### config.mk
export PLATFORM = sky130hd
export DESIGN_NAME = mat_stream_out
export DESIGN_NICKNAME = d
export VERILOG_FILES = /design/src/rtl/fica_pkg.sv /design/src/rtl/mat_frame_buf.sv /design/src/rtl/mat_stream_out.sv
export SDC_FILE = /design/constraint.sdc
export NUM_CORES = 1
export LEC_CHECK = 0
export CAP_MARGIN = 10
export CORE_AREA = 5 5 660 662
export CTS_CLUSTER_DIAMETER = 50
export DETAILED_ROUTE_END_ITERATION = 8
export DIE_AREA = 0 0 665 667
export REMOVE_ABC_BUFFERS = 1
export SYNTH_ARGS = -nofsm -noshare
export SYNTH_HDL_FRONTEND = slang
export SYNTH_HIERARCHICAL = 1
export SYNTH_SLANG_ARGS = --single-unit
### constraint.sdc
create_clock -name clk_ser -period 88 [get_ports clk_ser]
set_clock_uncertainty 0.05 [all_clocks]
set_input_delay 17.6 -clock clk_ser [delete_from_list [all_inputs] [get_ports clk_ser]]
set_output_delay 17.6 -clock clk_ser [all_outputs]
set_load 0.03 [all_outputs]
### src/rtl/fica_pkg.sv
`default_nettype none
// ============================================================================
// fica_pkg : shared constants and FSM encoding for the matrix stream-out block
// Revision : 1.0
// ============================================================================
package fica_pkg;

    localparam int DW        = 26;   // signed Q12.13 element width
    localparam int FRAC_W    = 13;
    localparam int FRAME_LEN = 64;
    localparam int IDX_W     = 6;

    typedef enum logic [0:0] {
        ST_IDLE = 1'b0,
        ST_SEND = 1'b1
    } state_t;

endpackage
`default_nettype wire

### src/rtl/mat_frame_buf.sv
`default_nettype none
// ============================================================================
// mat_frame_buf : frame capture buffer, read mux and element index counter
// Revision      : 1.0
// ============================================================================
module mat_frame_buf #(
    parameter int DW    = fica_pkg::DW,
    parameter int N_MAT = 4,
    parameter int N_EL  = 16
) (
    input  logic                         clk,
    input  logic                         rst_n,
    input  logic                         capture,
    input  logic                         advance,
    input  logic [N_MAT*N_EL*DW-1:0]     frame_in,
    output logic [DW-1:0]                rd_data,
    output logic [fica_pkg::IDX_W-1:0]   idx,
    output logic                         idx_last
);
    import fica_pkg::*;

    localparam int FRAME = N_MAT * N_EL;

    logic [DW-1:0] frame_mem [FRAME];

    // Storage carries no reset: it is only ever read after a capture.
    always_ff @(posedge clk) begin
        if (capture) begin
            for (int k = 0; k < FRAME; k++) begin
                frame_mem[k] <= frame_in[k*DW +: DW];
            end
        end
    end

    always_ff @(posedge clk or negedge rst_n) begin
        if (!rst_n) begin
            idx <= '0;
        end else if (capture) begin
            idx <= '0;
        end else if (advance) begin
            idx <= idx + IDX_W'(1);
        end
    end

    assign rd_data  = frame_mem[idx];
    assign idx_last = (idx == IDX_W'(FRAME - 1));

endmodule
`default_nettype wire

### src/rtl/mat_stream_out.sv
`default_nettype none
// ============================================================================
// mat_stream_out : captures a 64-element matrix frame and streams it out
//                  element by element over a valid/ready handshake
// Revision       : 1.0
// ============================================================================
module mat_stream_out #(
    parameter int DW    = fica_pkg::DW,
    parameter int N_MAT = 4,
    parameter int N_EL  = 16
) (
    input  logic                         clk_ser,
    input  logic                         rst_n_ser,
    input  logic                         en_ser,
    input  logic [N_MAT*N_EL*DW-1:0]     mat_in,
    output logic                         out_valid,
    input  logic                         out_ready,
    output logic [DW-1:0]                out_data,
    output logic [5:0]                   out_idx,
    output logic                         out_last,
    output logic                         busy,
    output logic                         done,
    output logic                         ovf_err
);
    import fica_pkg::*;

    state_t             state;
    state_t             state_nxt;
    logic               capture;
    logic               transfer;
    logic               done_nxt;
    logic               ovf_nxt;
    logic [DW-1:0]      buf_data;
    logic [IDX_W-1:0]   buf_idx;
    logic               buf_last;

    mat_frame_buf #(
        .DW    (DW),
        .N_MAT (N_MAT),
        .N_EL  (N_EL)
    ) u_frame_buf (
        .clk      (clk_ser),
        .rst_n    (rst_n_ser),
        .capture  (capture),
        .advance  (transfer),
        .frame_in (mat_in),
        .rd_data  (buf_data),
        .idx      (buf_idx),
        .idx_last (buf_last)
    );

    always_ff @(posedge clk_ser or negedge rst_n_ser) begin
        if (!rst_n_ser) begin
            state   <= ST_IDLE;
            done    <= 1'b0;
            ovf_err <= 1'b0;
        end else begin
            state   <= state_nxt;
            done    <= done_nxt;
            ovf_err <= ovf_nxt;
        end
    end

    always_comb begin
        state_nxt = state;
        capture   = 1'b0;
        transfer  = 1'b0;
        done_nxt  = 1'b0;
        ovf_nxt   = ovf_err;
        out_valid = 1'b0;
        busy      = 1'b0;
        out_data  = '0;
        out_idx   = '0;
        out_last  = 1'b0;

        case (state)
            ST_IDLE: begin
                if (en_ser) begin
                    capture   = 1'b1;
                    state_nxt = ST_SEND;
                end
            end
            ST_SEND: begin
                out_valid = 1'b1;
                busy      = 1'b1;
                out_data  = buf_data;
                out_idx   = buf_idx;
                out_last  = buf_last;
                transfer  = out_ready;
                // A capture request is only honoured on the final transfer,
                // which lets a new frame follow with no idle cycle.
                if (transfer && buf_last) begin
                    done_nxt = 1'b1;
                    if (en_ser) begin
                        capture = 1'b1;
                    end else begin
                        state_nxt = ST_IDLE;
                    end
                end else if (en_ser) begin
                    ovf_nxt = 1'b1;
                end
            end
            default: state_nxt = ST_IDLE;
        endcase
    end

endmodule
`default_nettype wire

==> After elaboration in Yosys (flattened, before gate mapping) <==
Memory sizes are Yosys's and may differ from the RTL's.
Index checks and enable logic that the tools add are counted.
Widths: inputs -> output; s select.
{ "totals": {"in_bits": 1668, "ramBits": 1664, "out_inout_bits": 37, "n_memories": 1, "wordCells": 28, "reg_bits": 9} }
{ "mem_list": {"columns": ["name", "depth", "width", "read_ports", "rd_ports_with_merged_regs", "wr", "line", "text"], "rows": [
  ["u_frame_buf.frame_mem", 64, 26, 1, 0, 64, "mat_frame_buf.sv:24", "logic [DW-1:0] frame_mem [FRAME];"]
]} }
{ "op_classes": {"eq_ne": 1, "n_mux": 16, "reduce_logical": 3, "bitwise_logic": 2, "add_sub_neg": 1} }
{ "op_table": {"columns": ["op", "count"], "rows": [
  ["$mux 26", 1],
  ["$mux 6", 3],
  ["$mux 1", 10],
  ["$add 6x1->6 const B", 1],
  ["$eq 6x6->1 const B", 1],
  ["$pmux 1 s2", 2],
  ["$reduce_and 3->1", 1],
  ["$not 1->1", 2],
  ["$reduce_bool 2->1", 1],
  ["$logic_and 1x1->1", 1]
]} }

==> Depth between registers and ports, before layout <==
Gate-level depths: netlist of the first run.
{ "logic_depth": {"depth_word": 6, "mapped_depth": 12, "ltp_nobuf": 6} }

==> Hierarchy <==
The synthesis of the first run kept the hierarchy.
{ "by_module_without_submodules": {"columns": ["mod", "seq_area_each_um2", "area_each_um2", "cells_per_inst", "n_inst"], "rows": [
  ["mat_frame_buf", 50118.1, 63809.9, 2830, 1],
  ["mat_stream_out", 75.1, 347.8, 46, 1]
]} }

==> Worst setup path after synthesis of the first run <==
No wires, ideal clock.
{ "synth_path": {"path_type": "input to register", "from": "input out_ready", "to": "memory u_frame_buf.frame_mem[0][0] (enable)", "t_required_ns": 83.997, "path_buffers": 0, "stages": 2, "setup_time_ns": 3.953, "setup_slack_ns": -6.916, "arrival_time_ns": 90.913, "path_cell_list": "a21boi_2 > nor2b_1"} }
{ "synth_rtl": {"columns": ["element", "line", "text"], "rows": [
  ["from (decl)", "mat_stream_out.sv:17", "input logic out_ready,"],
  ["to (decl)", "mat_frame_buf.sv:24", null]
]} }

==> Worst setup path after layout of the first run <==
{ "layout_path": {"from": "register u_frame_buf/idx[0] in the netlist's numbering", "to": "output out_data[0]"} }
{ "layout_via": {"elab_chain_cells": 2} }
{ "layout_rtl": {"columns": ["element", "line", "text"], "rows": [
  ["from (decl)", "mat_frame_buf.sv:17", "output logic [fica_pkg::IDX_W-1:0] idx,"],
  ["from (signal assigned)", "mat_frame_buf.sv:41", "idx <= idx + IDX_W'(1);"],
  ["$mem_v2 64x26", null, null],
  ["net buf_data[0]", "mat_stream_out.sv:33", "logic [DW-1:0] buf_data;"],
  ["$mux 26", "mat_stream_out.sv:76", "case (state)"],
  ["to (decl)", "mat_stream_out.sv:18", "output logic [DW-1:0] out_data,"]
]} }
The timed path passes the listed nets, and every way through them passes these cells.

==> reports/metrics.yaml, run 1 <==
die:
  rows: 241
  die_w_microns: 665
  start_util_pct: 15.0
  dieHeight_microns: 667
  die_area_sq_mm: 0.444
  ios: 1705
  core_sq_mm: 0.429
worst_setup_path:
  worstPathRequired_ps: 70350
  end_kind: "output pin"
  crit_chain: "buf_12, buf_4, mux2i_1, a22oi_1, nand3_1, and4_1, o32ai_1, and2_1, clkdlybuf4s50_1"
  cp_slowest_cell: "a22oi_1"
  crit_family: "buffers and inverters"
  cp_num_buf_inv: 3
  arrival_ps: 7770
  path_max_fanout: 69
  worstSetupPathType: "register to output pin"
  startpoint_type: "register"
  slowest_delay_ps: 1120
  crit_start: "u_frame_buf/idx[0]$_DFFE_PN0P_"
  rr_startpoint: "u_frame_buf/idx[2]$_DFFE_PN0P_"
timing:
  tightest_slew_ps: 1370
  hold_viol: 0
  final_max_slew_viol_count: 0
  tns_ps: 0
  period_share_pct: 28.9
  fmax_mhz: 39.3
  setup_viol: 0
  relSlewSlack_pct: 8.45
  fin_crit_ps: 25420
  rsz0062_at_grt: "false"
clock_tree:
  clockBufferDepth: 4
  ctsRootBufferMaster: "clkbuf_16"
  numCtsBuffers: 232
  htree_levels: 4
  cts_tree: "yes"
  post_cts_buffers: 0
  postCtsHoldBufs: 0
  clk_latency_ps: 890
  clock_sinks: 1673
  path_clk_slew_ps: 60
  cts_resized: 0
power:
  switchingPower_mw: 0.993
  finalPower_mw: 2.78
  p_seq_share_pct: 33.0
  internal_power_mw: 1.78
  power_frac_clock_pct: 33.2
  power_density_mw_per_mm2: 28.8
  switching_share_pct: 35.8
  p_leak_nw: 30.4
  ir_drop_mv: 0.0256
  combPwrFrac_pct: 33.8
yosys:
  synth_area_leaders: "edfxtp_1 78%, mux4_2 12%, mux2i_1 2.8%"
  ys_ff_latch: 1673
  synth_top_family_by_area: "multiplexers"
  synth_area_sq_mm: 0.0642
  async_flop_share_pct: 0.538
  muxShareOfSynthArea_pct: 14.5
  yosys.area_share.adder_pct: 0.0195
  synth_cell_types: 55
  yosys_warnings: 6
  synth_compound_area_share_pct: 3.94
  synth_simple_gate_area_share_pct: 1.60
  synth_top_area_share_pct: 77.9
  avgSynthCellArea_sq_um: 22.3
  synth_edf_count: 1664
  synthCells: 2876
  synth_top_cell_by_area: "edfxtp_1"
  ys_seq_area_share_pct: 78.2
  synthFlopType: "edfxtp_1"
  synth_xor_area_share_pct: 0.0546
finish:
  syn2layout_area_growth_pct: 50.4
  final_common_cell: "clkdlybuf4s50_1"
  nNetsFinal: 6428
  layoutNonFillerInstCount: 10700
  fin_area_sq_mm: 0.0965
  drive_above_1_share_pct: 17.6
  final_cell_mix: "1704 x clkdlybuf4s50_1, 1664 x edfxtp_1, 334 x mux4_2"
  utilization_pct: 22.5
grt:
  grt-ovfl-total: 0
  grt_use_total_pct: 14.4
  grt_pass1_vias: 41800
  antenna_found_initial: 188
  grt_pass1_wl_microns: 422000
  grt_max_degree: 185
placement:
  portBuffers: 1704
  dp.cells: 10200
  gp_congestion: 0.880
  post-dp-hpwl_microns: 266000
  place_area_sq_mm: 0.0887
route:
  wl_microns: 335000
  vias: 40100
  drtIter0Drc: 4551
  drc_errors: 0
  drt_first_pass_iters: 5
  vias_per_cell: 3.74
  ant_nets: 0
  wl_per_cell_microns: 31.3
hold_path:
  min-delay-start: "ovf_err$_DFFE_PN0P_"
  hold_class: "register to register"
job:
  drv_cap: 0
run_status:
  outcome: "completed"
==> power groups by stage <==
| stage | Sequential (mW) | Combinational, mW | Clock [mW] |
|---|---|---|---|
| finish | 0.916 | 0.938 | 0.923 |
| global route | 0.918 | 0.998 | 0.980 |
| CTS | 0.919 | 0.986 | 0.946 |
| detailed placement | 0.935 | 0.982 | 0 |
| global placement | 0.935 | 0.975 | 0 |
| floorplan | 1.01 | 0.603 | 0 |
==> worst register-to-register path: stages (launching register included) <==
cell      delay (ps)
dfrtp_4          760
buf_4            490
and2_4           660
buf_4            420
and3_1           350
a21boi_2         130
nor2b_4          130
buf_4            740
buf_4            730
buf_4            690
buf_4            830
buf_4            670
buf_4            880
buf_4           1030
==> flip-flops by register name, indices dropped and copies added, names as in the netlist <==
signal and flops:
u_frame_buf/frame_mem 1664, u_frame_buf/idx 6, done 1, ovf_err 1
state 1
==> cell type report <==
type	instances	area (sq um)
clock buffers	267	5960
inverters	3	21.3
clock inverters	164	1710
repair buffers	1815	18100
multi-input cells	1034	13200
well taps	5710	7140
diodes	57	143
flip-flops and latches	1673	50200
fillers	44300	333000
==> cells in the mapped netlist, types with 12 or more instances <==
master    number
nand2_1       37
a22o_1        20
mux4_2       334
nand3_1       24
o21a_1        14
nor2_1        12
a221oi_1      51
a22oi_1       89
o31ai_1       12
buf_6         30
edfxtp_1    1664
and2_1        50
nand2b_1      12
a211oi_1      15
o21ai_0       21
buf_2         32
clkbuf_1      68
mux2i_1      181
a21oi_1       25
o22ai_1       25
buf_4         23
or3_1         12
==> per-stage QoR <==
step	hold WS, ps	setup slack, ps
after floorplan	586	-8220
after global placement	466	63010
after detailed placement	451	63270
after CTS	463	62230
after global routing	473	62050
final	474	62580
==> worst paths after layout <==
check	endpoint	slack (ps)	cells after the start
max	out_data[0]	62580	9
min	ovf_err$_DFFE_PN0P_	470	1
max reg2reg	u_frame_buf/frame_mem[63][3]$_DFFE_PP_	78910	13
min reg2reg	ovf_err$_DFFE_PN0P_	470	1
max in group asynchronous	u_frame_buf/idx[0]$_DFFE_PN0P_	70490	1
min in group asynchronous	u_frame_buf/idx[3]$_DFFE_PN0P_	17000	1
==> routing by layer <==
layer | routed length (microns) | track usage [%] | up-vias
li1 | - | - | 16200
met1 | 119000 | 16.2 | 20700
met2 | 173000 | 25.8 | 2532
met3 | 32500 | 4.82 | 535
met4 | 10000 | 4.21 | 90
met5 | 590 | 0 | -
==> kinds of logic after synthesis <==
logic type / count (synthesis)
DFF: 1673
muxes: 515
AOI/OAI and AO/OA: 330
and+or+nand+nor: 184
buffers and inverters: 169
xor gates and xnor gates: 4
adders and majority gates: 1
(Power assumes the default switching activity.)
==> run 2, diff against run 1 <==
clock period = 24.8 ns   (was 88 ns; I/O delays follow)
==> run 2 against run 1 <==
Against the previous run:
- die area unchanged
- critical path depth rose by 1
- register-to-register slack lost 62000 ps
- first-iteration DRC count grew 4.2%
- non-clock buffer count increased by 8
- the flow now finishes with violations (slew limit)
- largest cell class unchanged
- core utilization hardly changed
- sequential cell count unchanged
- combinational power rose to 3.6 times the previous value
- critical path type unchanged
- hold slack worse by 57 ps
- largest power group unchanged
==> reports/metrics.yaml, run 2 (synthesized netlist as in run 1, its figures left out) <==
run_status:
  outcome: "complete, but fails checks"
  violations: "slew limit"
clock_tree:
  postCtsHoldBufs: 0  # unchanged
  clock_sinks: 1673  # unchanged
  post_cts_buffers: 0  # unchanged
  clk_latency_ps: 880  # about the same
  cts_tree: "yes"
  ctsRootBufferMaster: "clkbuf_16"
  path_clk_slew_ps: 60  # about the same
  htree_levels: 4  # unchanged
  clockBufferDepth: 4  # unchanged
  numCtsBuffers: 233  # +0.43%
  cts_resized: 0  # unchanged
timing:
  tightest_slew_ps: 1590  # +216 ps
  period_share_pct: 52.4
  fmax_mhz: 76.9
  setup_viol: 0  # unchanged
  rsz0062_at_grt: "false"
  hold_viol: 0  # unchanged
  tns_ps: 0  # unchanged
  final_max_slew_viol_count: 3  # +3
  fin_crit_ps: 13010
  relSlewSlack_pct: -5.92  # -14 points
  finalWorstSetupSlack_ps: 11790  # -50790 ps
worst_setup_path:
  crit_start: "u_frame_buf/idx[0]$_DFFE_PN0P_"
  worstPathRequired_ps: 19790  # -50560 ps
  arrival_ps: 8000  # +230 ps
  end_kind: "output pin"
  crit_cells: 10  # +1
  cp-endpoint: "out_data[0]"
  r2r_cells: 9  # -4
  rr_startpoint: "u_frame_buf/idx[5]$_DFFE_PN0P_"
  slowest_delay_ps: 1250  # +130 ps
  crit_top_cell: "buf_12"
  worstSetupPathType: "register to output pin"
  cp_num_buf_inv: 4  # +1
  path_max_fanout: 80  # +16%
  crit_chain: "buf_12, buf_4, buf_12, mux2i_1, a22oi_1, nand3_1, and4_1, o32ai_1, and2_1, clkdlybuf4s50_1"
  worst_r2r_endpoint: "u_frame_buf/frame_mem[31][20]$_DFFE_PP_"
  reg2reg_slack_ps: 17300  # -61610 ps
  crit_family: "buffers and inverters"
  startpoint_type: "register"
  cp_slowest_cell: "a22oi_1"
finish:
  final_common_cell: "clkdlybuf4s50_1"
  nFillCells: 44400  # +0.19%
  final_cell_mix: "1704 x clkdlybuf4s50_1, 1664 x edfxtp_1, 334 x mux4_2"
  largestRegisters: "u_frame_buf/frame_mem x1664, u_frame_buf/idx x6"
  top_register: "u_frame_buf/frame_mem"
  largest_reg_flops: 1664  # unchanged
  drive_above_1_share_pct: 17.7  # +0.049 points
  seq_area_sq_mm: 0.0502  # unchanged
  nNetsFinal: 6437  # +0.14%
  multiInputGateArea_sq_mm: 0.0132  # about the same
  syn2layout_area_growth_pct: 50.4  # about the same
route:
  wl_per_cell_microns: 31.5  # +0.70%
  wl_microns: 338000  # +0.84%
  vias: 40100  # -0.085%
  ant_nets: 0  # unchanged
  drt_first_pass_iters: 7  # +2
  drtIter0Drc: 4742  # +4.2%
  drc_errors: 0  # unchanged
  vias_per_cell: 3.73  # -0.22%
grt:
  grt-ovfl-total: 0  # unchanged
  grt_max_degree: 177  # -4.3%
  grt_pass1_vias: 41700  # -0.28%
  antenna_found_initial: 187  # -0.53%
  grt_use_total_pct: 14.5  # +0.086 points
  grt_pass1_wl_microns: 423000  # +0.41%
placement:
  post-dp-hpwl_microns: 270000  # +1.3%
  gp_congestion: 0.871  # -1.1%
  pre_cts_ws_ps: 12520  # -50740 ps
  portBuffers: 1704  # unchanged
die:
  dieHeight_microns: 667  # unchanged
  die_area_sq_mm: 0.444  # unchanged
  ios: 1705  # unchanged
  core_sq_mm: 0.429  # unchanged
  die_w_microns: 665  # unchanged
  start_util_pct: 15.0  # unchanged
  rows: 241  # unchanged
power:
  power_frac_clock_pct: 33.2  # about the same
  ir_drop_mv: 0.111  # +330%
  combPwrFrac_pct: 34.1  # +0.3 points
  internal_power_mw: 6.33  # +250%
  power_density_mw_per_mm2: 102  # +260%
  p_leak_nw: 30.4  # +0.16%
  finalPower_mw: 9.88  # +260%
  p_seq_share_pct: 32.7  # -0.3 points
  switching_share_pct: 35.9  # +0.14 points
  switchingPower_mw: 3.55  # +260%
hold_path:
  hold_class: "register to register"
job:
  drv_cap: 0  # unchanged
## run 2: changes by cell type in the layout (fill, tap and decap cells not counted), sizes merged
cell	delta
clkbuf	+1
diode	+6
clkinv	-4
inv	+12
buf	+8
bufinv	-1
clkinvlp	-7
## run 2: final cells by class
class	count	share of cell area [%]
tap	5710	7.40
inverter	3	0.0220
timing repair buffer	1823	18.8
antenna	63	0.163
sequential	1673	52.0
multi-input combinational	1034	13.7
clock buffer	268	6.20
clock inverter	164	1.70
## run 2: worst min path at each step
stage	startpoint	end	slack, ps	depth (start not counted)
2_1_floorplan	ovf_err$_DFFE_PN0P_	ovf_err$_DFFE_PN0P_	590	1
3_3_place_gp	ovf_err$_DFFE_PN0P_	ovf_err$_DFFE_PN0P_	400	1
3_5_place_dp	ovf_err$_DFFE_PN0P_	ovf_err$_DFFE_PN0P_	420	1
4_1_cts	ovf_err$_DFFE_PN0P_	ovf_err$_DFFE_PN0P_	430	1
5_1_grt	ovf_err$_DFFE_PN0P_	ovf_err$_DFFE_PN0P_	440	1
6_report	ovf_err$_DFFE_PN0P_	ovf_err$_DFFE_PN0P_	420	1
## run 2: power groups by stage
stage,sequential [mW],combinational [mW],clock [mW]
final,3.23,3.37,3.28
after detailed placement,3.29,3.54,0
after floorplan,3.59,2.14,0
after global placement,3.29,3.51,0
after global routing,3.23,3.59,3.49
after CTS,3.23,3.55,3.37
## run 2: metrics by stage
step / std cells / hold slack [ps] / utilization (%) / instance area, sq um
2_1_floorplan: 2710 / 586 / - / 63100
3_3_place_gp: 10200 / 401 / 20.6 / 88500
3_5_place_dp: 10200 / 417 / 20.7 / 88700
4_1_cts: 10700 / 427 / 22.5 / 96300
5_1_grt: 10700 / 444 / 22.5 / 96400
6_report: 10700 / 417 / 22.5 / 96500
## run 2: routing by layer
metal | wire (microns) | up-vias | global-route usage [%]
met3 | 30700 | 528 | 4.74
met5 | 542 | - | 0
met4 | 8160 | 82 | 3.92
li1 | - | 16200 | -
met1 | 125000 | 20800 | 16.7
met2 | 174000 | 2417 | 25.7
